==> config.mk <==
export PLATFORM = sky130hd
export DESIGN_NAME = ade_packet_counter_flat
export DESIGN_NICKNAME = d
export VERILOG_FILES = /design/src/rtl/ade_packet_counter_if.sv /design/src/rtl/ade_packet_counter.sv /design/src/flat_wrapper.sv
export SDC_FILE = /design/constraint.sdc
export NUM_CORES = 1
export LEC_CHECK = 0
export BUFFER_PORTS_ARGS = -buffer_cell sky130_fd_sc_hd__buf_4
export CAP_MARGIN = 20
export CORE_MARGIN = 5
export CORE_UTILIZATION = 45
export CTS_CLUSTER_SIZE = 24
export DETAILED_ROUTE_END_ITERATION = 16
export PLACE_DENSITY = 0.68
export SYNTH_ARGS = -nofsm -noshare
export SYNTH_HDL_FRONTEND = slang
export SYNTH_SLANG_ARGS = --single-unit
==> constraint.sdc <==
create_clock -name fifo_clk -period 1.74 [get_ports fifo_clk]
set_clock_uncertainty 0.2 [all_clocks]
set_input_delay 0.261 -clock fifo_clk [delete_from_list [all_inputs] [get_ports fifo_clk]]
set_output_delay 0.261 -clock fifo_clk [all_outputs]
set_load 0.005 [all_outputs]
==> src/rtl/ade_packet_counter_if.sv <==
// Bundle of strobes into and results out of the ADE packet counter (fifo_clk domain).
// Master drives the timing strobes; slave is the counter itself.
interface ade_packet_counter_if #(
  parameter int PKT_LEN = 32,
  parameter int CNT_W   = 4
);
  localparam int WC_W = $clog2(PKT_LEN);

  logic             video_en;
  logic             ade;
  logic             adesig;
  logic             vde;
  logic [CNT_W-1:0] ade_num;
  logic             ade_num_vld;
  logic             ade_sat;
  logic             armed;
  logic [WC_W-1:0]  wcnt;

  modport master (
    output video_en, ade, adesig, vde,
    input  ade_num, ade_num_vld, ade_sat, armed, wcnt
  );

  modport slave (
    input  video_en, ade, adesig, vde,
    output ade_num, ade_num_vld, ade_sat, armed, wcnt
  );
endinterface

==> src/rtl/ade_packet_counter.sv <==
// Counts PKT_LEN-word aux packets per blanking window and latches the count at window close.
// Optional feature macro ADE_PARTIAL_EN: count a packet on its first word (partial packets included).
module ade_packet_counter #(
  parameter int PKT_LEN      = 32,
  parameter int CNT_W        = 4,
  parameter bit CLR_ON_CLOSE = 1'b0
) (
  input logic                fifo_clk,
  input logic                sys_rst,
  ade_packet_counter_if.slave bus
);
  localparam int              WC_W    = $clog2(PKT_LEN);
  localparam logic [WC_W-1:0] WC_LAST = WC_W'(PKT_LEN - 1);

  typedef enum logic {DISARMED = 1'b0, ARMED = 1'b1} state_e;

  state_e           r_state;
  state_e           w_state_nxt;
  logic             r_adesig_d;
  logic             r_vde_d;
  logic [WC_W-1:0]  r_wc;
  logic [CNT_W-1:0] r_pc;
  logic             r_sat_i;
  logic [CNT_W-1:0] r_ade_num;
  logic             r_ade_num_vld;
  logic             r_ade_sat;

  logic             w_armed;
  logic             w_word;
  logic             w_close;
  logic             w_inc;
  logic             w_pc_max;
  logic             w_inc_sat;
  logic [CNT_W-1:0] w_pc_next;

  assign w_armed   = (r_state == ARMED);
  assign w_word    = w_armed & bus.ade;
  assign w_close   = w_armed & ((bus.adesig & ~r_adesig_d) | (bus.vde & ~r_vde_d));

`ifdef ADE_PARTIAL_EN
  assign w_inc     = w_word & (r_wc == {WC_W{1'b0}});
`else
  assign w_inc     = w_word & (r_wc == WC_LAST);
`endif

  // The running count including this cycle's increment, so a close never drops it.
  assign w_pc_max  = &r_pc;
  assign w_inc_sat = w_inc & w_pc_max;
  assign w_pc_next = (w_inc && !w_pc_max) ? (r_pc + CNT_W'(1)) : r_pc;

  // Arming state register.
  always_ff @(posedge fifo_clk) begin
    if (sys_rst) begin
      r_state <= DISARMED;
    end else begin
      r_state <= w_state_nxt;
    end
  end

  // Arm on the first video_en sample; only reset disarms.
  always_comb begin
    w_state_nxt = r_state;
    case (r_state)
      DISARMED: begin
        if (bus.video_en) begin
          w_state_nxt = ARMED;
        end else begin
          w_state_nxt = DISARMED;
        end
      end
      ARMED:   w_state_nxt = ARMED;
      default: w_state_nxt = DISARMED;
    endcase
  end

  // Delayed copies for rising-edge detection of the window-close strobes.
  always_ff @(posedge fifo_clk) begin
    if (sys_rst) begin
      r_adesig_d <= 1'b0;
      r_vde_d    <= 1'b0;
    end else begin
      r_adesig_d <= bus.adesig;
      r_vde_d    <= bus.vde;
    end
  end

  // Word index within the current packet; an optional close-clear beats a coincident word.
  always_ff @(posedge fifo_clk) begin
    if (sys_rst) begin
      r_wc <= {WC_W{1'b0}};
    end else if (w_close && CLR_ON_CLOSE) begin
      r_wc <= {WC_W{1'b0}};
    end else if (w_word) begin
      r_wc <= (r_wc == WC_LAST) ? {WC_W{1'b0}} : (r_wc + WC_W'(1));
    end else begin
      r_wc <= r_wc;
    end
  end

  // Packet count, sticky saturation and the latched per-window result.
  always_ff @(posedge fifo_clk) begin
    if (sys_rst) begin
      r_pc          <= {CNT_W{1'b0}};
      r_sat_i       <= 1'b0;
      r_ade_num     <= {CNT_W{1'b0}};
      r_ade_num_vld <= 1'b0;
      r_ade_sat     <= 1'b0;
    end else if (w_close) begin
      r_ade_num     <= w_pc_next;
      r_ade_sat     <= r_sat_i | w_inc_sat;
      r_ade_num_vld <= 1'b1;
      r_pc          <= {CNT_W{1'b0}};
      r_sat_i       <= 1'b0;
    end else begin
      r_ade_num_vld <= 1'b0;
      r_pc          <= w_pc_next;
      r_sat_i       <= r_sat_i | w_inc_sat;
    end
  end

  assign bus.ade_num     = r_ade_num;
  assign bus.ade_num_vld = r_ade_num_vld;
  assign bus.ade_sat     = r_ade_sat;
  assign bus.armed       = w_armed;
  assign bus.wcnt        = r_wc;
endmodule

==> src/flat_wrapper.sv <==
// flat-port wrapper written by rule: the top's interface ports become plain ports
module ade_packet_counter_flat 
#(
  parameter int PKT_LEN      = 32,
  parameter int CNT_W        = 4,
  parameter bit CLR_ON_CLOSE = 1'b0
)
  (fifo_clk, sys_rst, bus_video_en, bus_ade, bus_adesig, bus_vde, bus_ade_num, bus_ade_num_vld, bus_ade_sat, bus_armed, bus_wcnt);
  ade_packet_counter_if #(.PKT_LEN(PKT_LEN), .CNT_W(CNT_W)) bus_i ();
  input logic fifo_clk;
  input logic sys_rst;
  input wire logic [$bits(bus_i.video_en)-1:0] bus_video_en;
  input wire logic [$bits(bus_i.ade)-1:0] bus_ade;
  input wire logic [$bits(bus_i.adesig)-1:0] bus_adesig;
  input wire logic [$bits(bus_i.vde)-1:0] bus_vde;
  output wire logic [$bits(bus_i.ade_num)-1:0] bus_ade_num;
  output wire logic [$bits(bus_i.ade_num_vld)-1:0] bus_ade_num_vld;
  output wire logic [$bits(bus_i.ade_sat)-1:0] bus_ade_sat;
  output wire logic [$bits(bus_i.armed)-1:0] bus_armed;
  output wire logic [$bits(bus_i.wcnt)-1:0] bus_wcnt;
  assign bus_i.video_en = bus_video_en;
  assign bus_i.ade = bus_ade;
  assign bus_i.adesig = bus_adesig;
  assign bus_i.vde = bus_vde;
  assign bus_ade_num = bus_i.ade_num;
  assign bus_ade_num_vld = bus_i.ade_num_vld;
  assign bus_ade_sat = bus_i.ade_sat;
  assign bus_armed = bus_i.armed;
  assign bus_wcnt = bus_i.wcnt;
  ade_packet_counter #(.PKT_LEN(PKT_LEN), .CNT_W(CNT_W), .CLR_ON_CLOSE(CLR_ON_CLOSE)) u_core (.fifo_clk(fifo_clk), .sys_rst(sys_rst), .bus(bus_i));
endmodule
==> reports/qor.txt <==
run status -> finished, violations left
failing checks -> negative setup slack
top post-synthesis cells by count -> 19 x dfxtp_1, 15 x nor2_1, 6 x a21oi_1, 5 x o2bb2ai_1
power per cell area -> 672 mW/mm^2
Tot GR Track Use -> 13.9%
Arr. time, crit path -> 1.76 ns
VDD IR max -> 0.000665 V
final period utilization -> 102%
r2r setup slk -> -0.03 ns
Critical Path Max Stage Delay -> 0.37 ns
fmax -> 566 MHz
row count -> 14
worst-margin pin slew -> 0.373 ns
starting DRC count in detailed routing -> 12
sequential fraction of the synthesis area -> 49.9%
syn nets -> 88
mean area per synthesized cell -> 9.65 um^2
Final Util -> 69.4%
Clk Latency, worst-skew pair -> 0.29 ns
crit-path cells -> ha_4 -> and3_4 -> ha_4 -> nand3_4 -> a31oi_4 -> mux2i_2 -> o2bb2ai_1
hold path start -> bus_ade
Tmin final -> 1.77 ns
Top-Level Pins -> 18
Int Power -> 558 uW
Post-Route WL -> 1600 um
CP Buf/Inv Count -> 0
Synth cell types -> 28
crit-path leading delay family -> flip-flops
initial antenna violation count -> 0
area added between synthesis and finish -> 42.0%
ys async rst share -> 0%
RSZ-0062 raised after global routing -> true
Critical Setup Path Class -> reg2reg
Worst setup SP type -> register
Clk pwr share -> 29.9%
antenna-violating nets left -> 0
number of flops mapped to enable cells by yosys -> 0
Worst R2R Path Depth -> 7
Crit. End Element -> register
Sw Share -> 23.3%
largest net degree at the start of global routing -> 12
Reg power frac -> 61.3%
GRT Residual Overflow -> 0
Diodes inserted -> 0
core area -> 0.00156 mm^2
Synth area leader -> dfxtp_1
synthesis-stage register bit count -> 19
Total Power -> 728 uW
clock root cell -> clkbuf_4
Post-Syn Area -> 762 um^2
WHS Path Cells -> 3
share of the synthesized area in the top cell type -> 49.9%
DIE WIDTH -> 51.2 um
Comb power frac -> 8.8%
vias in the first global route -> 623
Setup violations, final -> 2
number of H-tree levels -> 1
Cells after Synth -> 79
Critical Path RT -> 1.73 ns
vias per inst -> 5.32
CP Max Fanout -> 4
Top FF cell, synth -> dfxtp_1
Final Max Slew Viols -> 0
RR Startpoint -> u_core.bus.wcnt[1]
Hold Path Class -> in2reg
Net Switching -> 170 uW
first-pass GRT wire length -> 2820 um
Avg WL per Cell -> 12.9 um
top post-synthesis cells by area -> dfxtp_1 50%, nor2_1 7.4%, o2bb2ai_1 5.7%
DP Wirelength -> 1150 um
Final Hold Fails -> 0
Residual DRC -> 0
Layout Nets -> 118
Ys Warns -> 0
worst-case hold path end point -> u_core.bus.wcnt[4]
Num CTS Buffers -> 3
vias -> 660
share of post-route cells with drive strength above 1 -> 37.0%
CTS Sinks -> 19
CTS tree -> done
Initial Util -> 48.9%
DR pass1 iterations -> 4
max cap viols -> 0
setup slack after layout -> -0.0280 ns
GPL Wtd Cong -> 0.740
r2r endpoint -> u_core.bus.ade_num[1]
worst-case clock buffer depth -> 2
DIE HEIGHT -> 51.2 um
Slew HR -> 75.1%
Leak -> 0.000450 uW
most frequent cell on the critical path -> ha_4
Clock Pin Slew Worst Setup and Hold Paths -> 0.11 ns
most frequent cell after synthesis -> dfxtp_1
Crit-path slowest cell -> dfxtp_4
I/O Buffers -> 17
die area -> 0.00262 mm^2
state kept, by name, summed over array words and instances, names as in the netlist:
signal / cells
u_core.bus.wcnt: 5
u_core.bus.ade_num: 4
u_core.r_pc: 4
u_core.bus.ade_num_vld: 1
u_core.bus.ade_sat: 1
u_core.bus.armed: 1
u_core.r_adesig_d: 1
u_core.r_sat_i: 1
u_core.r_vde_d: 1
worst min-delay path, stage by stage:
cell and delay, ns:
buf_4 0.14, nand3_1 0.08, a21oi_1 0.06
routing by layer:
metal  GRT usage [%]  up-vias  wire length (um)  part of all wire (%)
li1                -      337                 -                     -
met1            20.0      309               824                    52
met2            19.5       14               685                    43
met3            4.36        0                86                   5.4
met4            4.04        0                 0                     0
met5               0        -                 0                     0
worst max path at each step:
| stage | startpoint | to | cells after the start |
|---|---|---|---|
| 5_1_grt | u_core.bus.wcnt[1] | u_core.bus.ade_num[1] | 7 |
| 2_1_floorplan | u_core.bus.wcnt[0] | u_core.bus.wcnt[2] | 6 |
| 3_3_place_gp | u_core.bus.wcnt[1] | u_core.bus.ade_num[1] | 7 |
| 6_report | u_core.bus.wcnt[1] | u_core.bus.ade_num[1] | 7 |
| 4_1_cts | u_core.bus.wcnt[0] | u_core.bus.ade_num[1] | 7 |
| 3_5_place_dp | u_core.bus.wcnt[1] | u_core.bus.ade_num[1] | 7 |
through the flow:
stage | instance area (um^2) | worst slack, ns | TNS [ns] | hold WS (ns) | instances
after global placement | 988 | 0.0301 | 0 | 0.234 | 114
final | 1080 | -0.0280 | -0.0418 | 0.0882 | 124
after detailed placement | 988 | -0.0227 | -0.0227 | 0.247 | 114
after floorplan | 828 | -0.0533 | -0.131 | 0.177 | 79
after global routing | 1080 | -0.0707 | -0.295 | 0.102 | 124
after CTS | 1060 | -0.0190 | -0.0190 | 0.0802 | 123
kinds of logic (layout without fill, tap and decap cells):
group | after synthesis | in the layout | synth area share (%)
xor+xnor | 2 | 2 | 2.30
simple gates | 29 | 29 | 19.5
compound gates | 18 | 18 | 16.9
flops | 19 | 19 | 49.9
mux | 2 | 2 | 2.79
buf+inv | 6 | 35 | 3.61
fa+ha+maj | 3 | 3 | 4.93
power groups by stage:
stage | sequential [uW] | combinational (uW) | clock [uW]
after global routing | 448 | 72.1 | 250
after floorplan | 455 | 29.3 | 0
final | 446 | 63.9 | 218
after CTS | 446 | 63.6 | 226
after global placement | 456 | 54.9 | 0
after detailed placement | 456 | 56.3 | 0
final cells by class:
cell class / count / area [um^2]
fillers: 125 / 477
multi-input cells: 54 / 415
well taps: 16 / 20.0
inverters: 3 / 11.3
flip-flops and latches: 19 / 388
clock inverters: 1 / 5.00
repair buffers: 28 / 220
clock buffers: 3 / 22.5
timing repair:
action	4_1_cts	5_1_grt
endpoints found under the setup margin	2	7
setup buffers	1	1
endpoints found under the hold margin	7	0
gates resized for setup	0	2
hold buffers	4	0
pin swaps	3	5
cells in the final DEF (no fill, tap or decap), drive strengths merged, types with 2 or more instances in the layout:
master and n:
xnor2 2, clkbuf 3, nor3 2, nand2 3, inv 3, dfxtp 19, a31oi 2, nor2 15
nand3 3, a21oi 6, o2bb2ai 5, nand4 2, buf 24, ha 3, dlygate4sd3 4, o21ai 2
(Power assumes the default switching activity.)
